[src/rtl/seg7_pkg.sv]
// Shared definitions for the multiplexed 7-segment bus: blank pattern,
// active-low glyph table (bit6=g .. bit0=a) and capture FSM state codes.
package seg7_pkg;

    // All segments off on the active-low bus.
    localparam logic [6:0] SEG_BLANK = 7'b1111111;

    // Glyph for hex value h sits at GLYPH_TABLE[h]. The scanner encoder uses
    // this table, and the capture decoder inverts it.
    localparam logic [15:0][6:0] GLYPH_TABLE = {
        7'h0E,  // F
        7'h06,  // E
        7'h21,  // d
        7'h46,  // C
        7'h03,  // b
        7'h08,  // A
        7'h10,  // 9
        7'h00,  // 8
        7'h78,  // 7
        7'h02,  // 6
        7'h12,  // 5
        7'h19,  // 4
        7'h30,  // 3
        7'h24,  // 2
        7'h79,  // 1
        7'h40   // 0
    };

    localparam logic [1:0] ST_IDLE    = 2'd0;
    localparam logic [1:0] ST_SETTLE  = 2'd1;
    localparam logic [1:0] ST_CAPTURE = 2'd2;
    localparam logic [1:0] ST_HOLD    = 2'd3;

endpackage

[src/rtl/seg7_glyph_decode.sv]
// Combinational inverse of the glyph table: active-low segment pattern to
// {legal, blank, hex}. hex is zero whenever the pattern is not a legal glyph.
module seg7_glyph_decode
    import seg7_pkg::*;
(
    input  logic [6:0] seg,
    output logic       legal,
    output logic       blank,
    output logic [3:0] hex
);

    // Search the glyph table for the pattern; blank is flagged on its own.
    always_comb begin
        legal = 1'b0;
        hex   = '0;
        blank = (seg == SEG_BLANK);
        for (int unsigned i = 0; i < 16; i++) begin
            if (seg == GLYPH_TABLE[i]) begin
                legal = 1'b1;
                hex   = 4'(i);
            end
        end
    end

endmodule

[src/rtl/seg7_capture.sv]
// Receive side of the multiplexed 7-segment bus. Synchronises SEG/AN, waits
// for the bus to settle after each anode switch, decodes the glyph and latches
// it per digit. Digits that are not refreshed eventually go stale.
module seg7_capture
    import seg7_pkg::*;
#(
    parameter int NUM_DIGITS    = 4,
    parameter int SETTLE_CYCLES = 8,
    parameter int STALE_W       = 18
) (
    input  logic                    clk,
    input  logic                    rst,
    input  logic [6:0]              SEG,
    input  logic [NUM_DIGITS-1:0]   AN,
    output logic [4*NUM_DIGITS-1:0] digits,
    output logic [NUM_DIGITS-1:0]   digit_valid,
    output logic                    frame_done,
    output logic                    seg_err,
    output logic                    an_err
);

    localparam int BUS_W = NUM_DIGITS + 7;
    localparam int CNT_W = (SETTLE_CYCLES < 2) ? 1 : $clog2(SETTLE_CYCLES);
    localparam logic [CNT_W-1:0] CNT_FIRST = CNT_W'(1);
    localparam logic [CNT_W-1:0] CNT_LAST  = CNT_W'(SETTLE_CYCLES - 1);

    logic [NUM_DIGITS-1:0] an_s1, an_s2;
    logic [6:0]            seg_s1, seg_s2;

    logic [BUS_W-1:0]      bus;
    logic                  bus_idle;
    logic                  bus_changed;

    logic [1:0]            state;
    logic [BUS_W-1:0]      ref_bus;
    logic [CNT_W-1:0]      cnt;

    logic [NUM_DIGITS-1:0] ref_an;
    logic [NUM_DIGITS-1:0] an_low;
    logic                  an_onehot;
    logic [NUM_DIGITS-1:0] wr_sel;
    logic                  capture;
    logic                  other_sel;
    logic                  hit_other;

    logic                  glyph_legal;
    logic                  glyph_blank;
    logic [3:0]            glyph_hex;

    logic [STALE_W-1:0]    age [NUM_DIGITS];

    // Two-stage synchronisers; reset to the idle (all-ones) bus.
    always_ff @(posedge clk or posedge rst) begin
        if (rst) begin
            an_s1  <= '1;
            an_s2  <= '1;
            seg_s1 <= '1;
            seg_s2 <= '1;
        end else begin
            an_s1  <= AN;
            an_s2  <= an_s1;
            seg_s1 <= SEG;
            seg_s2 <= seg_s1;
        end
    end

    assign bus         = {an_s2, seg_s2};
    assign bus_idle    = &an_s2;
    assign bus_changed = (bus != ref_bus);

    // Settle/capture FSM: a bus value counts as held from the cycle it is first
    // registered, so every (re)entry into SETTLE starts the count at one.
    always_ff @(posedge clk or posedge rst) begin
        if (rst) begin
            state   <= ST_IDLE;
            ref_bus <= '1;
            cnt     <= '0;
        end else begin
            case (state)
                ST_IDLE: begin
                    if (!bus_idle) begin
                        state   <= ST_SETTLE;
                        ref_bus <= bus;
                        cnt     <= CNT_FIRST;
                    end
                end
                ST_SETTLE: begin
                    if (bus_changed) begin
                        state   <= bus_idle ? ST_IDLE : ST_SETTLE;
                        ref_bus <= bus;
                        cnt     <= bus_idle ? '0 : CNT_FIRST;
                    end else if (cnt >= CNT_LAST) begin
                        state <= ST_CAPTURE;
                    end else begin
                        cnt <= cnt + CNT_W'(1);
                    end
                end
                // CAPTURE already watches for the next change so a digit that
                // follows straight after a capture sees the same latency.
                ST_CAPTURE, ST_HOLD: begin
                    if (bus_changed) begin
                        state   <= bus_idle ? ST_IDLE : ST_SETTLE;
                        ref_bus <= bus;
                        cnt     <= bus_idle ? '0 : CNT_FIRST;
                    end else begin
                        state <= ST_HOLD;
                    end
                end
                default: begin
                    state <= ST_IDLE;
                end
            endcase
        end
    end

    seg7_glyph_decode u_decode (
        .seg   (ref_bus[6:0]),
        .legal (glyph_legal),
        .blank (glyph_blank),
        .hex   (glyph_hex)
    );

    assign ref_an    = ref_bus[BUS_W-1:7];
    assign an_low    = ~ref_an;
    assign an_onehot = (an_low != '0) &&
                       ((an_low & (an_low - NUM_DIGITS'(1))) == '0);
    assign capture   = (state == ST_CAPTURE);
    assign wr_sel    = an_onehot ? an_low : '0;
    assign other_sel = |(wr_sel >> 1);

    // Per-digit slots: legal capture refreshes value and age; blank or bad
    // glyph invalidates; saturated age marks the slot stale.
    always_ff @(posedge clk or posedge rst) begin
        if (rst) begin
            digits      <= '0;
            digit_valid <= '0;
            for (int unsigned i = 0; i < NUM_DIGITS; i++) begin
                age[i] <= '0;
            end
        end else begin
            for (int unsigned i = 0; i < NUM_DIGITS; i++) begin
                if (capture && wr_sel[i] && glyph_legal) begin
                    digits[4*i +: 4] <= glyph_hex;
                    digit_valid[i]   <= 1'b1;
                    age[i]           <= '0;
                end else begin
                    if (age[i] != '1) begin
                        age[i] <= age[i] + STALE_W'(1);
                    end else begin
                        digit_valid[i] <= 1'b0;
                    end
                    if (capture && wr_sel[i]) begin
                        digit_valid[i] <= 1'b0;
                    end
                end
            end
        end
    end

    // Single-cycle status pulses plus the "higher digit seen" flag that
    // qualifies frame_done on the return to digit 0.
    always_ff @(posedge clk or posedge rst) begin
        if (rst) begin
            frame_done <= 1'b0;
            seg_err    <= 1'b0;
            an_err     <= 1'b0;
            hit_other  <= 1'b0;
        end else begin
            frame_done <= 1'b0;
            seg_err    <= 1'b0;
            an_err     <= 1'b0;
            if (capture) begin
                if (!an_onehot) begin
                    an_err <= 1'b1;
                end else begin
                    if (!glyph_legal && !glyph_blank) begin
                        seg_err <= 1'b1;
                    end
                    if (wr_sel[0]) begin
                        frame_done <= hit_other;
                        hit_other  <= 1'b0;
                    end else if (other_sel) begin
                        hit_other <= 1'b1;
                    end
                end
            end
        end
    end

endmodule
[config.mk]
export PLATFORM = sky130hd
export DESIGN_NAME = seg7_capture
export DESIGN_NICKNAME = d
export VERILOG_FILES = /design/src/rtl/seg7_pkg.sv /design/src/rtl/seg7_glyph_decode.sv /design/src/rtl/seg7_capture.sv
export SDC_FILE = /design/constraint.sdc
export NUM_CORES = 1
export LEC_CHECK = 0
export CAP_MARGIN = 40
export CORE_MARGIN = 2
export CORE_UTILIZATION = 33
export DETAILED_ROUTE_END_ITERATION = 10
export HOLD_SLACK_MARGIN = 0.03
export PLACE_DENSITY_LB_ADDON = 0.2
export SYNTH_ARGS = -nofsm -noshare
export SYNTH_HDL_FRONTEND = slang
export SYNTH_SLANG_ARGS = --single-unit
[constraint.sdc]
create_clock -name clk -period 7.1 [get_ports clk]
set_clock_uncertainty 0.05 [all_clocks]
set_input_delay 1.42 -clock clk [delete_from_list [all_inputs] [get_ports clk]]
set_output_delay 1.42 -clock clk [all_outputs]
set_load 0.03 [all_outputs]
After elaboration in Yosys (flattened, before gate mapping)
Cells that the tools add are included.
{"block": "word_totals", "wordCells": 171, "register_bits": 134, "out_inout_bits": 23, "mem_count": 0, "romBits": 0, "ram_bits": 0, "latchBits": 0}
{"block": "op_classes", "eq_ne": 33, "shift": 0, "n_lt_le_gt_ge": 1, "addsub": 6, "multipliers": 0, "bitwise": 2, "reduce_logical": 29, "mux": 77, "n_div": 0}
{"cell": "two-way mux 18 bit", "count": 8}
{"cell": "adder 18 x 1 -> 18 bit, second input constant", "count": 4}
{"cell": "inequality test 18 bit, second input constant", "count": 4}
{"cell": "two-way mux 1 bit", "count": 41}
{"cell": "two-way mux 4 bit", "count": 9}
{"cell": "equality test 7 bit, second input constant", "count": 5}
{"cell": "two-way mux 3 bit", "count": 8}
{"cell": "two-way mux 11 bit", "count": 2}
{"cell": "case mux 11 bit (2 select lines)", "count": 1}
{"cell": "equality test 7 x 5 -> 1 bit, second input constant", "count": 3}
{"cell": "equality test 7 x 6 -> 1 bit, second input constant", "count": 3}
{"cell": "inequality test 3 bit, second input constant", "count": 6}
{"cell": "equality test 7 x 2 -> 1 bit, second input constant", "count": 2}
{"cell": "equality test 7 x 4 -> 1 bit, second input constant", "count": 2}
{"cell": "two-way mux 2 bit", "count": 6}
{"cell": "inequality test 11 bit", "count": 1}
{"cell": "logical AND 1 bit", "count": 10}
{"cell": "nonzero test 2 bit", "count": 5}
{"cell": "case mux 3 bit (3 select lines)", "count": 1}
{"cell": "equality test 7 x 3 -> 1 bit, second input constant", "count": 1}
{"cell": "zero test 7 bit", "count": 1}
{"cell": "case mux 2 bit (3 select lines)", "count": 1}
{"cell": "AND reduction 3 bit", "count": 2}
{"cell": "OR reduction 3 bit", "count": 2}
{"cell": "other kinds (16)", "count": 20}

Depth between registers and ports, before layout
Gate-level depths: netlist of the first run.
{"block": "depth", "word_depth": 22, "ltp_mapped": 9, "mapped_depth_nobuf": 6}

By module
Synthesis of the first run repeated with hierarchy kept, for this count alone.
{"block": "hier_totals", "cells_unflattened": 632, "area_unflattened_um2": 6543.8}
{"mod": "seg7_capture", "seq_area_each_um2": 3394.5, "cells_per_inst": 578, "area_each_um2": 6173.4, "instances": 1}
{"mod": "seg7_glyph_decode", "seq_area_each_um2": 0.0, "cells_per_inst": 54, "area_each_um2": 370.4, "instances": 1}

Worst setup path before layout of the first run
OpenSTA, ideal clock, no wires.
{"block": "synth_timing", "kind": "register to register", "start": "register ref_bus[2]", "end": "register age[62] in the netlist's numbering", "setup_ns": 0.123, "path_stages_with_launch": 10, "t_arrival_ns": 2.046, "slack_ns": 4.881, "path_cell_list": "dfstp_2 -> buf_4 -> and4bb_2 -> nor2_1 -> a221o_1 -> clkbuf_2 -> a31oi_4 -> buf_6 -> buf_12 -> nor2_4"}
{"block": "synth_via", "elab_chain_cells": 19, "word_cells_on_any_way": 35}
{"element": "start: declaration", "line": "seg7_capture.sv:35", "text": "logic [BUS_W-1:0] ref_bus;"}
{"element": "start signal: assignment", "line": "seg7_capture.sv:83", "text": "ref_bus <= bus;"}
{"element": "start signal: assignment", "line": "seg7_capture.sv:90", "text": "ref_bus <= bus;"}
{"element": "start signal: assignment", "line": "seg7_capture.sv:103", "text": "ref_bus <= bus;"}
{"element": "equality test 7 bit", "line": "seg7_glyph_decode.sv:18", "text": "if (seg == GLYPH_TABLE[i]) begin"}
{"element": "two-way mux 1 bit (15 in a row)", "line": "seg7_glyph_decode.sv:18"}
{"element": "two-way mux 1 bit *", "line": "seg7_glyph_decode.sv:18"}
{"element": "logical AND 1 bit *", "line": "seg7_capture.sv:142", "text": "if (capture && wr_sel[i] && glyph_legal) begin"}
{"element": "two-way mux 18 bit or nonzero test 2 bit (tied branches)"}
{"element": "end signal: indexed assignment", "line": "seg7_capture.sv:148", "text": "age[i] <= age[i] + STALE_W'(1);"}
{"element": "end: declaration", "line": "seg7_capture.sv:50", "text": "logic [STALE_W-1:0] age [NUM_DIGITS];"}
Every way passes the cells marked *; elsewhere a longest branch is shown, timed or not.
A chain may end at the register's enable or synchronous reset.

Final worst setup path of the first run
{"block": "layout_timing", "start": "register ref_bus[1]", "end": "register digits[0]"}
{"block": "layout_via", "elab_chain_cells": 18, "word_cells_on_any_way": 48}
{"element": "equality test 7 bit", "line": "seg7_glyph_decode.sv:18"}
{"element": "two-way mux 1 bit (16 in a row)", "line": "seg7_glyph_decode.sv:18"}
{"element": "logical AND 1 bit", "line": "seg7_capture.sv:142"}
{"element": "end signal: indexed assignment", "line": "seg7_capture.sv:143", "text": "digits[4*i +: 4] <= glyph_hex;"}
{"element": "end: declaration", "line": "seg7_capture.sv:15", "text": "output logic [4*NUM_DIGITS-1:0] digits,"}
Several ways; a longest one is shown, not always the timed one.

==> results.toml, run 1 <==
[synthesis]
yosysUniqueCellTypes = 67
synth_fp_nets = 652
synthArstFlopShare = 1.00
synth_seq_cells = 134
syn_inst = 633
synth_edf_count = 0
ys_seq_area_frac = 0.495
ys.flop_type = "dfrtp_1"
syn-cell-area_um2 = 6860
avgSynthCellArea_um2 = 10.8
ys_warn_count = 0

[place]
dp_hpwl_um = 9450
gp_congestion = 0.791
portBuffers = 35

[cts]
insertion_delay_ns = 0.43
post_cts_buffers = 0
path_clk_slew_ns = 0.06
cts_buffer_depth = 2
cts_hold_buf = 0
cts_resized = 0
clock-sinks = 134
htree_levels = 4
clockRootBuffer = "clkbuf_16"
cts_buffers = 17
cts_tree = "built"

[die]
rows = 52
initial_core_util = 0.338
die_w_um = 148
core-area_um2 = 20300
dieArea_um2 = 21900
fp.dieH_um = 148
ioPinCount = 36

[routing]
num_vias = 4856
via_per_inst = 5.12
first_iter_violations = 377
wirelength_um = 13800
drt_pass1_iterations = 7
drc = 0
antenna_left = 0
wl_per_cell_um = 14.6

[grt]
grtUsageTotal = 0.135
antenna_found_initial = 0
grt_pass1_wl_um = 23800
grt_pass1_vias = 4741
grt_max_degree = 63
overflow = 0

[setup_path]
crit_type = "flip-flop to flip-flop"
worstPathRequired_ns = 7.36
crit_path_end_kind = "flip-flop"
path_max_fanout = 17
ff2ff_path_depth = 6
critPathLaunchType = "flip-flop"
arrival_ns = 3.24

[sta]
slew_headroom = 0.487
finalSetupViolCount = 0
tns_ns = 0
min_period_ns = 2.97
hold_viol_final = 0
worstMarginPinSlew_ns = 0.769
fin_crit_sh = 0.419
fin_hold_ws_ns = 0.305
fmax_mhz = 336
drv_slew = 0
grt_setup_unrepaired = "false"

[finish]
final_nets = 685
antenna_cells = 0
nFillCells = 1976
syn2layout_area_growth_pct = 16.6
drive_gt1_frac = 0.205

[run_status]
status = "finished clean"

[power_and_ir_drop]
ir_drop_uv = 165
cellLeakagePower_nw = 3.13
power_density_nw_per_um2 = 210

[worst_hold_path]
min_delay_path_depth = 0
hold_path.class = "flip-flop to flip-flop"

[run]
maxCapViolCount = 0
[kinds of logic (layout without fill, tap and decap cells)]
kind of cell             Yosys count  after routing  synth area share
XOR/XNOR                          59             59            0.0754
AO/OA/AOI/OAI                    106            106             0.116
adder cells (fa/ha/maj)            6              6            0.0110
buffers and inverters             39             85            0.0371
AND/OR/NAND/NOR                  261            261             0.220
flip-flops                       134            134             0.495
multiplexers                      28             28            0.0451
[metal layers]
| layer | vias to the layer above | share of wire | global-route usage | wire (um) |
|---|---|---|---|---|
| li1 | 2363 | - | - | - |
| met1 | 2417 | 0.49 | 0.183 | 6730 |
| met4 | 0 | 0.013 | 0.0514 | 185 |
| met2 | 59 | 0.48 | 0.210 | 6580 |
| met5 | - | 0 | 0 | 0 |
| met3 | 17 | 0.024 | 0.0331 | 336 |
[where the power goes]
part	total (mW)	internal (mW)	leakage [nW]	switching, mW
registers	0.797	0.782	1.69	0.0150
logic	0.0527	0.0213	1.16	0.0314
clock network	0.831	0.466	0.276	0.365
total	1.68	1.27	3.13	0.411
[metrics by stage]
stage	power [mW]	instances	instance area, um2	util	worst slack [ns]
2_1_floorplan	0.844	633	6860	-	2.10
3_3_place_gp	0.861	913	7350	0.362	3.62
3_5_place_dp	0.865	917	7440	0.366	3.82
4_1_cts	1.70	949	7990	0.394	4.08
5_1_grt	1.75	949	7990	0.394	4.01
6_report	1.68	949	7990	0.394	4.13
[cell usage in the layout, fill, tap and decap left out, types with 5 or more instances in the layout]
master / netlist / layout
dfrtp_1: 101 / 101
dfstp_2: 33 / 33
mux2i_1: 5 / 5
o21ai_0: 13 / 13
clkdlybuf4s50_1: 0 / 35
nor2_1: 58 / 58
mux2_2: 23 / 23
nand4_1: 22 / 22
inv_6: 0 / 6
xnor2_1: 35 / 35
o22ai_1: 5 / 5
inv_1: 12 / 11
and4_1: 13 / 13
nand3_1: 32 / 32
nor2_4: 18 / 18
nand2_1: 39 / 39
nor4_1: 7 / 7
a21oi_1: 34 / 34
ha_1: 6 / 6
clkbuf_16: 0 / 17
a211oi_1: 13 / 13
xor2_1: 24 / 24
a31oi_1: 7 / 7
nor3_1: 24 / 24
and3_1: 13 / 13
[layout make-up]
cell class | count | area (um2) | share of cell area
flip-flops and latches | 134 | 3390 | 0.425
clock buffers | 19 | 443 | 0.0554
clock inverters | 13 | 111 | 0.0139
multi-input cells | 460 | 3210 | 0.401
well taps | 270 | 338 | 0.0423
repair buffers | 41 | 453 | 0.0567
inverters | 12 | 47.5 | 0.00595
[registers in the layout (all words and copies together), names as in the netlist]
name and flops:
an_err 1, digits 16, frame_done 1, seg_s1 7, state 2, digit_valid 4
seg_err 1, age 72, hit_other 1, cnt 3, an_s2 4, an_s1 4
seg_s2 7, ref_bus 11
[worst max-delay path, cell delays in order (launching register included)]
cell and delay [ns]:
dfstp_2 0.71, or3b_1 0.40, a211oi_2 0.34, a221oi_4 0.20
a31oi_4 0.58, buf_16 0.23, mux2_2 0.34
[Yosys cell counts, types with 3 or more instances]
library cell	n	area, um2
buf_6	8	90.1
a211oi_1	13	97.6
nor2_1	58	218
nor2_2	3	18.8
and2_1	4	25.0
a21oi_1	34	170
nand4_1	22	138
nand2b_1	3	18.8
a31oi_1	7	43.8
nor4_1	7	43.8
a21o_1	3	22.5
or3b_2	3	26.3
xnor2_1	35	307
inv_1	12	45.0
nor3b_1	3	22.5
nor2b_1	4	25.0
clkbuf_1	10	37.5
o21ai_0	13	65.1
buf_4	3	22.5
and3_1	13	81.3
o22ai_1	5	31.3
nor3_1	24	120
mux2i_1	5	50.1
a31o_2	4	35.0
nand3_1	32	160
or3_1	3	18.8
dfrtp_1	101	2530
dfstp_2	33	867
mux2_2	23	259
a31oi_4	4	85.1
xor2_1	24	210
nor2_4	18	203
ha_1	6	75.1
nand2_1	39	146
and4_1	13	114
[final timing paths]
check,endpoint,slack (ns),start
max reg2reg,digits[0],4.13,ref_bus[1]
max in group asynchronous,ref_bus[9],4.37,rst
min reg2reg,seg_s2[4],0.30,seg_s1[4]
min in group asynchronous,digits[14],1.43,rst
min,seg_s2[4],0.30,seg_s1[4]
max,digits[0],4.13,ref_bus[1]
(Power assumes the default switching activity.)
==> run 2: changes to the inputs <==
==> constraint.sdc (replaced) <==
create_clock -name clk -period 2.65 [get_ports clk]
set_clock_uncertainty 0.05 [all_clocks]
set_input_delay 0.53 -clock clk [delete_from_list [all_inputs] [get_ports clk]]
set_output_delay 0.53 -clock clk [all_outputs]
set_load 0.03 [all_outputs]
==> results.toml, run 2 (synthesized netlist as in run 1, its figures left out) <==
[run_status]
status = "finished clean"

[die]
rows = 52
initial_core_util = 0.338
fp.dieH_um = 148
die_w_um = 148
ioPinCount = 36
core-area_um2 = 20300
dieArea_um2 = 21900

[routing]
wirelength_um = 14300
num_vias = 4897
drc = 0
first_iter_violations = 316
antenna_left = 0
wl_per_cell_um = 14.9
via_per_inst = 5.11
drt_pass1_iterations = 6

[setup_path]
crit_start = "ref_bus[1]"
critPathLaunchType = "flip-flop"
crit_end = "digit_valid[1]"
worst_path_largest_cell_delay_ns = 0.71
timing.rr.start = "ref_bus[1]"
crit_path_cell_trace = "or3b_1 > a211oi_2 > a221oi_4 > a31oi_4 > buf_4 > o21bai_1"
worstPathRequired_ns = 2.94
path_max_fanout = 17
arrival_ns = 2.79
crit_type = "flip-flop to flip-flop"
crit_path_end_kind = "flip-flop"
regToRegEndpoint = "digit_valid[1]"
ff2ff_path_depth = 6
r2r_setup_slack_ns = 0.15
critical-path-slowest-cell = "dfstp_2"

[finish]
largest-register = "age"
largest_reg_flops = 72
final_nets = 694
drive_gt1_frac = 0.215
layout_commonest_cell = "dfrtp_1"
reg.largest.list = "age: 72 flops, digits: 16 flops, ref_bus: 11 flops"
stdcell_area_um2 = 8170
antenna_cells = 0
layout_common_cells = "101 x dfrtp_1, 58 x nor2_1, 39 x nand2_1"
syn2layout_area_growth_pct = 19.1

[run]
maxCapViolCount = 0

[cts]
insertion_delay_ns = 0.42
htree_levels = 4
cts_hold_buf = 0
clockRootBuffer = "clkbuf_16"
cts_buffers = 17
cts_buffer_depth = 2
path_clk_slew_ns = 0.06
cts_tree = "built"
clock-sinks = 134

[sta]
hold_viol_final = 0
tns_ns = 0
finalSetupViolCount = 0
fin_ws_ns = 0.147
worstMarginPinSlew_ns = 0.642
fmax_mhz = 399
fin_crit_sh = 0.945
drv_slew = 0
min_period_ns = 2.50
fin_hold_ws_ns = 0.297
slew_headroom = 0.568
grt_setup_unrepaired = "false"

[power_and_ir_drop]
ir_drop_uv = 417
cellLeakagePower_nw = 3.21
power_density_nw_per_um2 = 594

[place]
post_dp_cell_area_um2 = 7490
dp_hpwl_um = 9860
gp_congestion = 0.793
portBuffers = 35
dp_slack_ns = 0.171

[grt]
overflow = 0
grtUsageTotal = 0.139
grt_pass1_vias = 4983
grt_pass1_wl_um = 24600
antenna_found_initial = 0
grt_max_degree = 51

[worst_hold_path]
hp-start = "seg_s1[6]"
hold_path.class = "flip-flop to flip-flop"
==> run 2: per-stage QoR <==
step | utilization | std cells | power, mW
6_report | 0.402 | 958 | 4.85
5_1_grt | 0.402 | 958 | 5.03
3_5_place_dp | 0.369 | 925 | 2.32
3_3_place_gp | 0.369 | 925 | 2.32
2_1_floorplan | - | 633 | 2.26
4_1_cts | 0.402 | 957 | 4.91
==> run 2: routing by layer <==
| metal | part of all wire | vias to the layer above | track usage |
|---|---|---|---|
| li1 | - | 2375 | - |
| met5 | 0 | - | 0 |
| met1 | 0.45 | 2447 | 0.173 |
| met3 | 0.026 | 20 | 0.0331 |
| met4 | 0.016 | 0 | 0.0476 |
| met2 | 0.50 | 55 | 0.238 |
==> run 2: final cells by class <==
class,count,area [um2]
repair buffers,50,513
flip-flops and latches,134,3390
fillers,1985,12100
multi-input cells,460,3210
inverters,12,48.8
clock inverters,6,67.6
clock buffers,26,597
well taps,270,338
==> run 2: where the power goes <==
part	switching [mW]	leakage (nW)	internal [mW]	total [mW]
registers	0.0401	1.69	2.10	2.14
logic	0.0854	1.19	0.0633	0.149
clock network	0.905	0.328	1.66	2.57
total	1.03	3.21	3.82	4.85
==> run 2: critical path: cells and delay by family, from the launching register on <==
| family | cells | cell delay (ns) |
|---|---|---|
| compound gates | 4 | 0.96 |
| flops | 1 | 0.71 |
| simple gates | 1 | 0.42 |
| buf+inv | 1 | 0.28 |
==> run 2: worst min path at each step <==
| stage | endpoint | slack [ns] | cells after the start |
|---|---|---|---|
| floorplan | an_s2[0] | 0.30 | 0 |
| global placement | seg_s2[1] | 0.30 | 0 |
| detailed placement | an_s2[3] | 0.30 | 0 |
| CTS | seg_s2[1] | 0.30 | 0 |
| global route | seg_s2[6] | 0.30 | 0 |
| finish | seg_s2[6] | 0.30 | 0 |
==> run 2: what timing repair did <==
item / in CTS / in global routing
endpoints found under the setup margin: 0 / 1
setup buffers: 0 / 1
endpoints found under the hold margin: 0 / 0
resized for setup: 0 / 1
==> run 3: changes to the inputs <==
--- a/config.mk
+++ b/config.mk
@@ -5,6 +5,7 @@
 export SDC_FILE = /design/constraint.sdc
 export NUM_CORES = 1
 export LEC_CHECK = 0
+export ABC_CLOCK_PERIOD_IN_PS = 2650
 export CAP_MARGIN = 40
 export CORE_MARGIN = 2
 export CORE_UTILIZATION = 33
==> results of run 3 <==
Final layout, timing and power as in run 2 (identical DEF).
